--- src/rtl/pmem_burst_responder.sv ---
// Line-to-burst bridge: turns one cache-line read/write into num_beats narrow
// beats on the burst port and pulses pmem_resp once the whole line has moved.
module pmem_burst_responder #(
   parameter int s_offset  = 5,
   parameter int s_line    = 256,
   parameter int s_beat    = 64,
   parameter int num_beats = s_line / s_beat
) (
   input  logic              clk,
   input  logic              reset,
   input  logic              pmem_read,
   input  logic              pmem_write,
   input  logic [31:0]       pmem_addr,
   input  logic [s_line-1:0] pmem_wdata,
   output logic [s_line-1:0] pmem_rdata,
   output logic              pmem_resp,
   output logic              burst_read,
   output logic              burst_write,
   output logic [31:0]       burst_addr,
   output logic [s_beat-1:0] burst_wdata,
   input  logic [s_beat-1:0] burst_rdata,
   input  logic              burst_resp
);
   localparam int cw = $clog2(num_beats);
   localparam logic [cw-1:0] last_beat = cw'(num_beats - 1);

   typedef enum logic [1:0] {IDLE, RD_BURST, WR_BURST, RESP} state_t;

   state_t            state, state_n;
   logic [cw-1:0]     cnt, cnt_n;
   logic [s_line-1:0] line_buf, line_buf_n, rdata_n;
   logic [31:0]       addr_n;
   logic [s_beat-1:0] wdata_n;
   logic              rd_n, wr_n, resp_n;

   always_ff @(posedge clk or posedge reset) begin
      if (reset) begin
         state       <= IDLE;
         cnt         <= '0;
         line_buf    <= '0;
         pmem_rdata  <= '0;
         pmem_resp   <= 1'b0;
         burst_read  <= 1'b0;
         burst_write <= 1'b0;
         burst_addr  <= '0;
         burst_wdata <= '0;
      end else begin
         state       <= state_n;
         cnt         <= cnt_n;
         line_buf    <= line_buf_n;
         pmem_rdata  <= rdata_n;
         pmem_resp   <= resp_n;
         burst_read  <= rd_n;
         burst_write <= wr_n;
         burst_addr  <= addr_n;
         burst_wdata <= wdata_n;
      end
   end

   always_comb begin
      state_n    = state;
      cnt_n      = cnt;
      line_buf_n = line_buf;
      rdata_n    = pmem_rdata;
      addr_n     = burst_addr;
      wdata_n    = burst_wdata;
      rd_n       = burst_read;
      wr_n       = burst_write;
      resp_n     = 1'b0;
      case (state)
         IDLE: begin
            cnt_n = '0;
            // A write must win over a concurrent read (dirty victim goes first).
            if (pmem_write) begin
               state_n    = WR_BURST;
               addr_n     = {pmem_addr[31:s_offset], {s_offset{1'b0}}};
               line_buf_n = pmem_wdata;
               wdata_n    = pmem_wdata[s_beat-1:0];
               wr_n       = 1'b1;
            end else if (pmem_read) begin
               state_n = RD_BURST;
               addr_n  = {pmem_addr[31:s_offset], {s_offset{1'b0}}};
               rd_n    = 1'b1;
            end
         end
         RD_BURST: begin
            if (burst_resp) begin
               rdata_n[int'(cnt)*s_beat +: s_beat] = burst_rdata;
               cnt_n = cnt + cw'(1);
               if (cnt == last_beat) begin
                  rd_n    = 1'b0;
                  resp_n  = 1'b1;
                  state_n = RESP;
               end
            end
         end
         WR_BURST: begin
            if (burst_resp) begin
               // Counter wraps to 0 on the last beat, leaving beat 0 presented.
               cnt_n   = cnt + cw'(1);
               wdata_n = line_buf[int'(cnt_n)*s_beat +: s_beat];
               if (cnt == last_beat) begin
                  wr_n    = 1'b0;
                  resp_n  = 1'b1;
                  state_n = RESP;
               end
            end
         end
         RESP:    state_n = IDLE;
         default: state_n = IDLE;
      endcase
   end
endmodule

--- config.mk ---
export PLATFORM = sky130hd
export DESIGN_NAME = pmem_burst_responder
export DESIGN_NICKNAME = d
export VERILOG_FILES = /design/src/rtl/pmem_burst_responder.sv
export SDC_FILE = /design/constraint.sdc
export NUM_CORES = 1
export LEC_CHECK = 0
export CAP_MARGIN = 20
export CORE_AREA = 3 3 276 278
export CTS_CLUSTER_SIZE = 16
export DETAILED_ROUTE_END_ITERATION = 8
export DIE_AREA = 0 0 279 281
export GPL_TIMING_DRIVEN = 0
export SLEW_MARGIN = 30
export SYNTH_ARGS = -nofsm -noshare
export SYNTH_HDL_FRONTEND = slang
export SYNTH_SLANG_ARGS = --single-unit
--- constraint.sdc ---
create_clock -name clk -period 25.4 [get_ports clk]
set_input_delay 5.08 -clock clk [delete_from_list [all_inputs] [get_ports clk]]
set_output_delay 5.08 -clock clk [all_outputs]
set_load 0.01 [all_outputs]
# After elaboration in Yosys (flattened, before gate mapping)
# Cells that the tools add are included.
[op_classes]
addsub = 2
n_eq_ne = 14
shifts = 3
n_mux = 23
reduce_logical = 14
[op_table]
columns = ["operator", "count"]
rows = [
  ["256-bit bitwise mux", 1],
  ["64-bit by 33-bit variable shift with 256-bit output, first input constant", 1],
  ["256-bit by 9-bit indexed part select with 64-bit output", 1],
  ["64-bit by 33-bit indexed part select with 256-bit output", 1],
  ["64-bit 2-to-1 mux", 2],
  ["64-bit case mux with 2 select lines", 1],
  ["32-bit 2-to-1 mux", 2],
  ["8-bit negation with 33-bit output", 1],
  ["2-bit != test, second input constant", 7],
  ["2-bit 2-to-1 mux", 5],
  ["1-bit 2-to-1 mux", 8],
  ["2-bit AND reduction", 4],
  ["2-bit nonzero test", 4],
  ["2-bit equality test, second input constant", 3],
  ["2-bit case mux with 3 select lines", 1],
  ["3-bit AND reduction", 2],
  ["5-bit AND reduction", 1],
  ["2-bit by 1-bit != test with 1-bit output, second input constant", 2],
  ["1-bit case mux with 2 select lines", 2],
  ["2-bit case mux with 2 select lines", 1],
  ["4-bit AND reduction", 1],
  ["3-bit != test, second input constant", 1],
  ["2-bit by 1-bit adder with 2-bit output, second input constant", 1],
  ["2-bit by 1-bit equality test with 1-bit output, second input constant", 1],
  ["2 further kinds", 2],
]
[totals]
regBits = 615
input_bits = 357
output_inout_bits = 355
word_cells = 65

# Longest topological paths before layout
[logic_depth]
depth_word = 4
depth_mapped = 10
mapped_depth_nobuf = 5

# Worst setup path before layout
# Ideal clock, no wire load.
[synth_timing]
kind = "input to register"
from = "input port pmem_write"
to = "register burst_wdata[0]"
setup_time_ns = 0.126
arrival_ns = 6.062
t_required_ns = 25.274
path_slack_ns = 19.212
cell_stages = 5
n_path_buf = 2
cell_sequence = "nand2b_1 and3_1 buf_2 clkbuf_1 a221o_1"
[synth_via]
elab_chain_len = 2
[synth_rtl]
columns = ["element", "line", "rtl"]
rows = [
  ["start: declaration", "12", "input logic pmem_write,"],
  ["2-bit != test (no source line)", "n/a", ""],
  ["3-bit AND reduction (no source line)", "n/a", ""],
  ["end signal: assignment", "56", "burst_wdata <= wdata_n;"],
  ["end: declaration", "20", "output logic [s_beat-1:0] burst_wdata,"],
]
# No other way between the ends.
# A chain may end at the register's enable or synchronous reset.

# Worst setup path in the final report
[layout_timing]
from = "input port burst_resp"
to = "register pmem_rdata[104]"
[layout_via]
elab_chain_len = 1
[layout_rtl]
columns = ["element", "line", "rtl"]
rows = [
  ["start: declaration", "22", "input logic burst_resp"],
  ["2-bit AND reduction (no source line)", "n/a", ""],
  ["end signal: assignment", "51", "pmem_rdata <= rdata_n;"],
  ["end: declaration", "15", "output logic [s_line-1:0] pmem_rdata,"],
]
# No other way between the ends.

==> results.md <==
* Status: finished, final reports clean
* GR met2 Demand/Resource at 0.3884
* Crit path DAT at around 7.6 ns
* Comb pwr share at 0.383
* Top delay family on crit path: buffers and inverters
* Top cell by count, worst path: clkbuf_1
* Design area at approximately 35000 sq um
* Crit path cell chain: clkdlybuf4s50_1 > buf_2 > nand3_1 > clkbuf_1 > clkbuf_1 > a22o_1
* Placed cell areas at between 30000 and 40000 sq um
* Crit start category: input pin
* Vias in the first global route at 19310
* Sum Neg Setup Slack at 0 ns
* WL final at ~90000 um
* Clk network pwr share at 0.240
* Synth area leader: dfrtp_1
* Number of antenna violations at the first check in global routing at 27
* DIE HEIGHT at roughly 280 um
* Critical path origin: burst_resp
* Switch Pwr at around 1300 uW
* Initial core utilization at 0.3322
* RSZ-0062 raised after global routing: false
* Layout cells sized above 1 at 0.2210
* Synthesized area at 24650 sq um
* Slowest cell on crit path: clkbuf_1
* Tmin final at ~7.1 ns
* Hpwl dp at a little under 70000 um
* Final Cycle Share at 0.2780
* Core area at roughly 74000 sq um
* Max incr delay on CP at roughly 0.61 ns
* Row cnt at 100
* Commonest cells in the netlist: dfrtp_1 (610), mux2_2 (286), a22o_1 (213), nand2_1 (91), clkbuf_1 (65)
* # fillers at roughly 6500
* Routed len/inst at 26.09 um
* Initial drt markers at ~900
* Critical path fanouts, max at 10
* CP Buf/Inv Count at 4
* EDFF count, synth at 0
* Worst-path clk slew at 0.06 ns
* Finish-stage setup viols at 0
* Syn avg cell area at approximately 15 sq um
* Drt via density at around 5.3
* Worst vdd ir at ~0.059 mV
* Internal power at approximately 2900 uW
* Input/output buffers at roughly 700
* Routability congestion estimate from global placement at ~0.86
* Leakage at approximately 0.015 uW
* Reg-to-reg critical path endpoint: burst_wdata[0]
* DR pass1 iterations at 5
* Worst-Margin Slew at approximately 0.86 ns
* All-Layer GR Usage at 0.2239
* Final core occ at 0.4777
* Most common flop cell mapped by yosys: dfrtp_1
* Post-synthesis register bit count at 610
* Final Skew at approximately 0.023 ns
* Sequential area share after synthesis at 0.6193
* R2R cell count at 9
* First-pass GRT wire length at 131300 um
* Die area at roughly 78000 sq um
* Worst hold path type: flip-flop to flip-flop
* Vias at about 18000
* Synth cell types at 36
* IO Count at 712
* Async SR Flop Fraction at 1.000
* Top-count cell post-synth: dfrtp_1
* Final hold violation count at 0
* Cts repair resizes at 0
* GRT Max-Usage Layer: met2
* Met1 GRT Util at 0.2623
* Worst-Skew Late Latency at approximately 0.6 ns
* Yosys warns at 0
* Post-CTS Hold Fix Bufs at 0
* H-tree level count at 3
* Worst Path Required at about 26 ns
* GR Util met3 at 0.07800
* PwrDens at 118.5 nW/um^2
* Worst reg2reg path startpoint: cnt[0]
* Worst relative slew slack at 0.4299
* DRC at 0
* CP Class: input pin to flip-flop
* Sw Ratio at 0.3135
* Max Slew Vio Count at 0
* Root Driver: clkbuf_16
* CTS tree: built
* Worst Setup EP: pmem_rdata[104]
* Max-cap viol count at 0
* WP depth at 6
* TritonCTS buffer count at 70
* Mapped Cells at ~1600
* Total grt overflow at 0
* Top cell type's share of synthesized area at 0.6193
* Final ANT Viol Nets at 0
* Reg power frac at 0.377
* Synth area leaders: dfrtp_1 (62%), mux2_2 (13%), a22o_1 (7.6%)
* Layout area overhead at 43.81%
* Reg-to-reg setup timing slack at between 20 and 25 ns
* Worst Setup End Kind: flip-flop
* Clock Sinks at a little over 600
* # Post-CTS Setup Buffers at 0
* Die width at between 200 and 300 um
* Longest Clk Path Bufs at 3
* Fmax at about 140 MHz
* Pwr Total at 4200 uW
* Layout Nets at between 2000 and 3000
* Largest net degree at the start of global routing at 92
flip-flops by register name (all words and copies together), names as in the netlist:
name,count
burst_addr,27
state,2
burst_write,1
pmem_resp,1
pmem_rdata,256
burst_wdata,64
cnt,2
burst_read,1
line_buf,256
per-layer routing:
metal | wire, um | share of wire
met5 | 231 | 0.0026
met4 | 2439 | 0.027
met3 | 7824 | 0.087
met2 | 44830 | 0.50
met1 | 34350 | 0.38
area by class of cell:
type	instances	area (sq um)	share of cell area
Antenna cell	7	17.52	0.0004942
Buffer	143	691.9	0.01952
Clock buffer	100	2098	0.05920
Clock inverter	18	198.9	0.005613
Inverter	7	33.78	0.0009531
Multi-Input combinational cell	873	8680	0.2449
Sequential cell	610	15260	0.4307
Tap cell	969	1212	0.03421
Timing Repair Buffer	710	7248	0.2045
layout by cell type, fill, tap and decap left out, types with 2 or more instances in the layout:
cell type and count:
mux2_2 286, a22o_1 213, diode_2 7, buf_4 6
o2bb2ai_1 2, and4_1 64, nand2b_1 3, dfrtp_1 610
clkinvlp_4 3, o21ai_0 39, buf_6 9, clkinv_8 2
mux4_2 64, buf_16 8, a21oi_1 2, clkdlybuf4s50_1 701
clkbuf_8 17, clkbuf_1 75, a221o_1 64, nor2_1 2
buf_1 6, buf_2 58, nand3_1 5, bufinv_16 3
inv_1 6, conb_1 5, clkinv_2 9, clkbuf_16 73
mux2i_1 2, and3_1 3, o21ai_1 6, ha_1 10
nand2_1 91
power groups by stage:
stage | sequential (uW) | combinational [uW] | clock (uW)
3_3_place_gp | 1590 | 1590 | 0
4_1_cts | 1580 | 1630 | 1030
5_1_grt | 1630 | 1720 | 1070
2_1_floorplan | 1610 | 840 | 0
6_report | 1580 | 1610 | 1010
3_5_place_dp | 1600 | 1630 | 0
logic make-up (layout without fill, tap and decap cells):
| group | count (synthesis) | after routing | synth area share |
|---|---|---|---|
| adder cells (fa/ha/maj) | 10 | 10 | 0.005076 |
| AO/OA/AOI/OAI | 331 | 331 | 0.1136 |
| buffers and inverters | 150 | 978 | 0.02914 |
| flip-flops | 610 | 610 | 0.6193 |
| multiplexers | 352 | 352 | 0.1900 |
| AND/OR/NAND/NOR | 175 | 175 | 0.04279 |
| other | 1 | 12 | 0.0001521 |
worst min-delay path by stage:
stage	from	to	slack (ns)	cells past startpoint
3_5_place_dp	pmem_rdata[220]	pmem_rdata[220]	0.47	2
2_1_floorplan	line_buf[208]	line_buf[208]	0.47	1
4_1_cts	pmem_rdata[220]	pmem_rdata[220]	0.49	2
3_3_place_gp	pmem_rdata[205]	pmem_rdata[205]	0.47	2
5_1_grt	line_buf[206]	line_buf[206]	0.51	1
6_report	pmem_rdata[238]	pmem_rdata[238]	0.49	2
per-stage QoR:
step / cells / worst slack, ns / hold slack (ns)
after CTS: 3430 / 18.39 / 0.4873
after floorplan: 1633 / 3.242 / 0.4739
final: 3437 / 18.34 / 0.4851
after global placement: 3303 / -3.586 / 0.4671
after global routing: 3432 / 18.29 / 0.5053
after detailed placement: 3312 / 17.77 / 0.4747
worst register-to-register path, stage by stage (launching register included):
cell and delay, ns:
dfrtp_1 0.49, buf_6 0.20, buf_6 0.22, inv_1 0.12, ha_1 0.28, buf_2 0.22
buf_4 0.27, buf_1 0.63, mux4_2 0.42, a221o_1 0.33
Power figures use the tool's default switching activity.
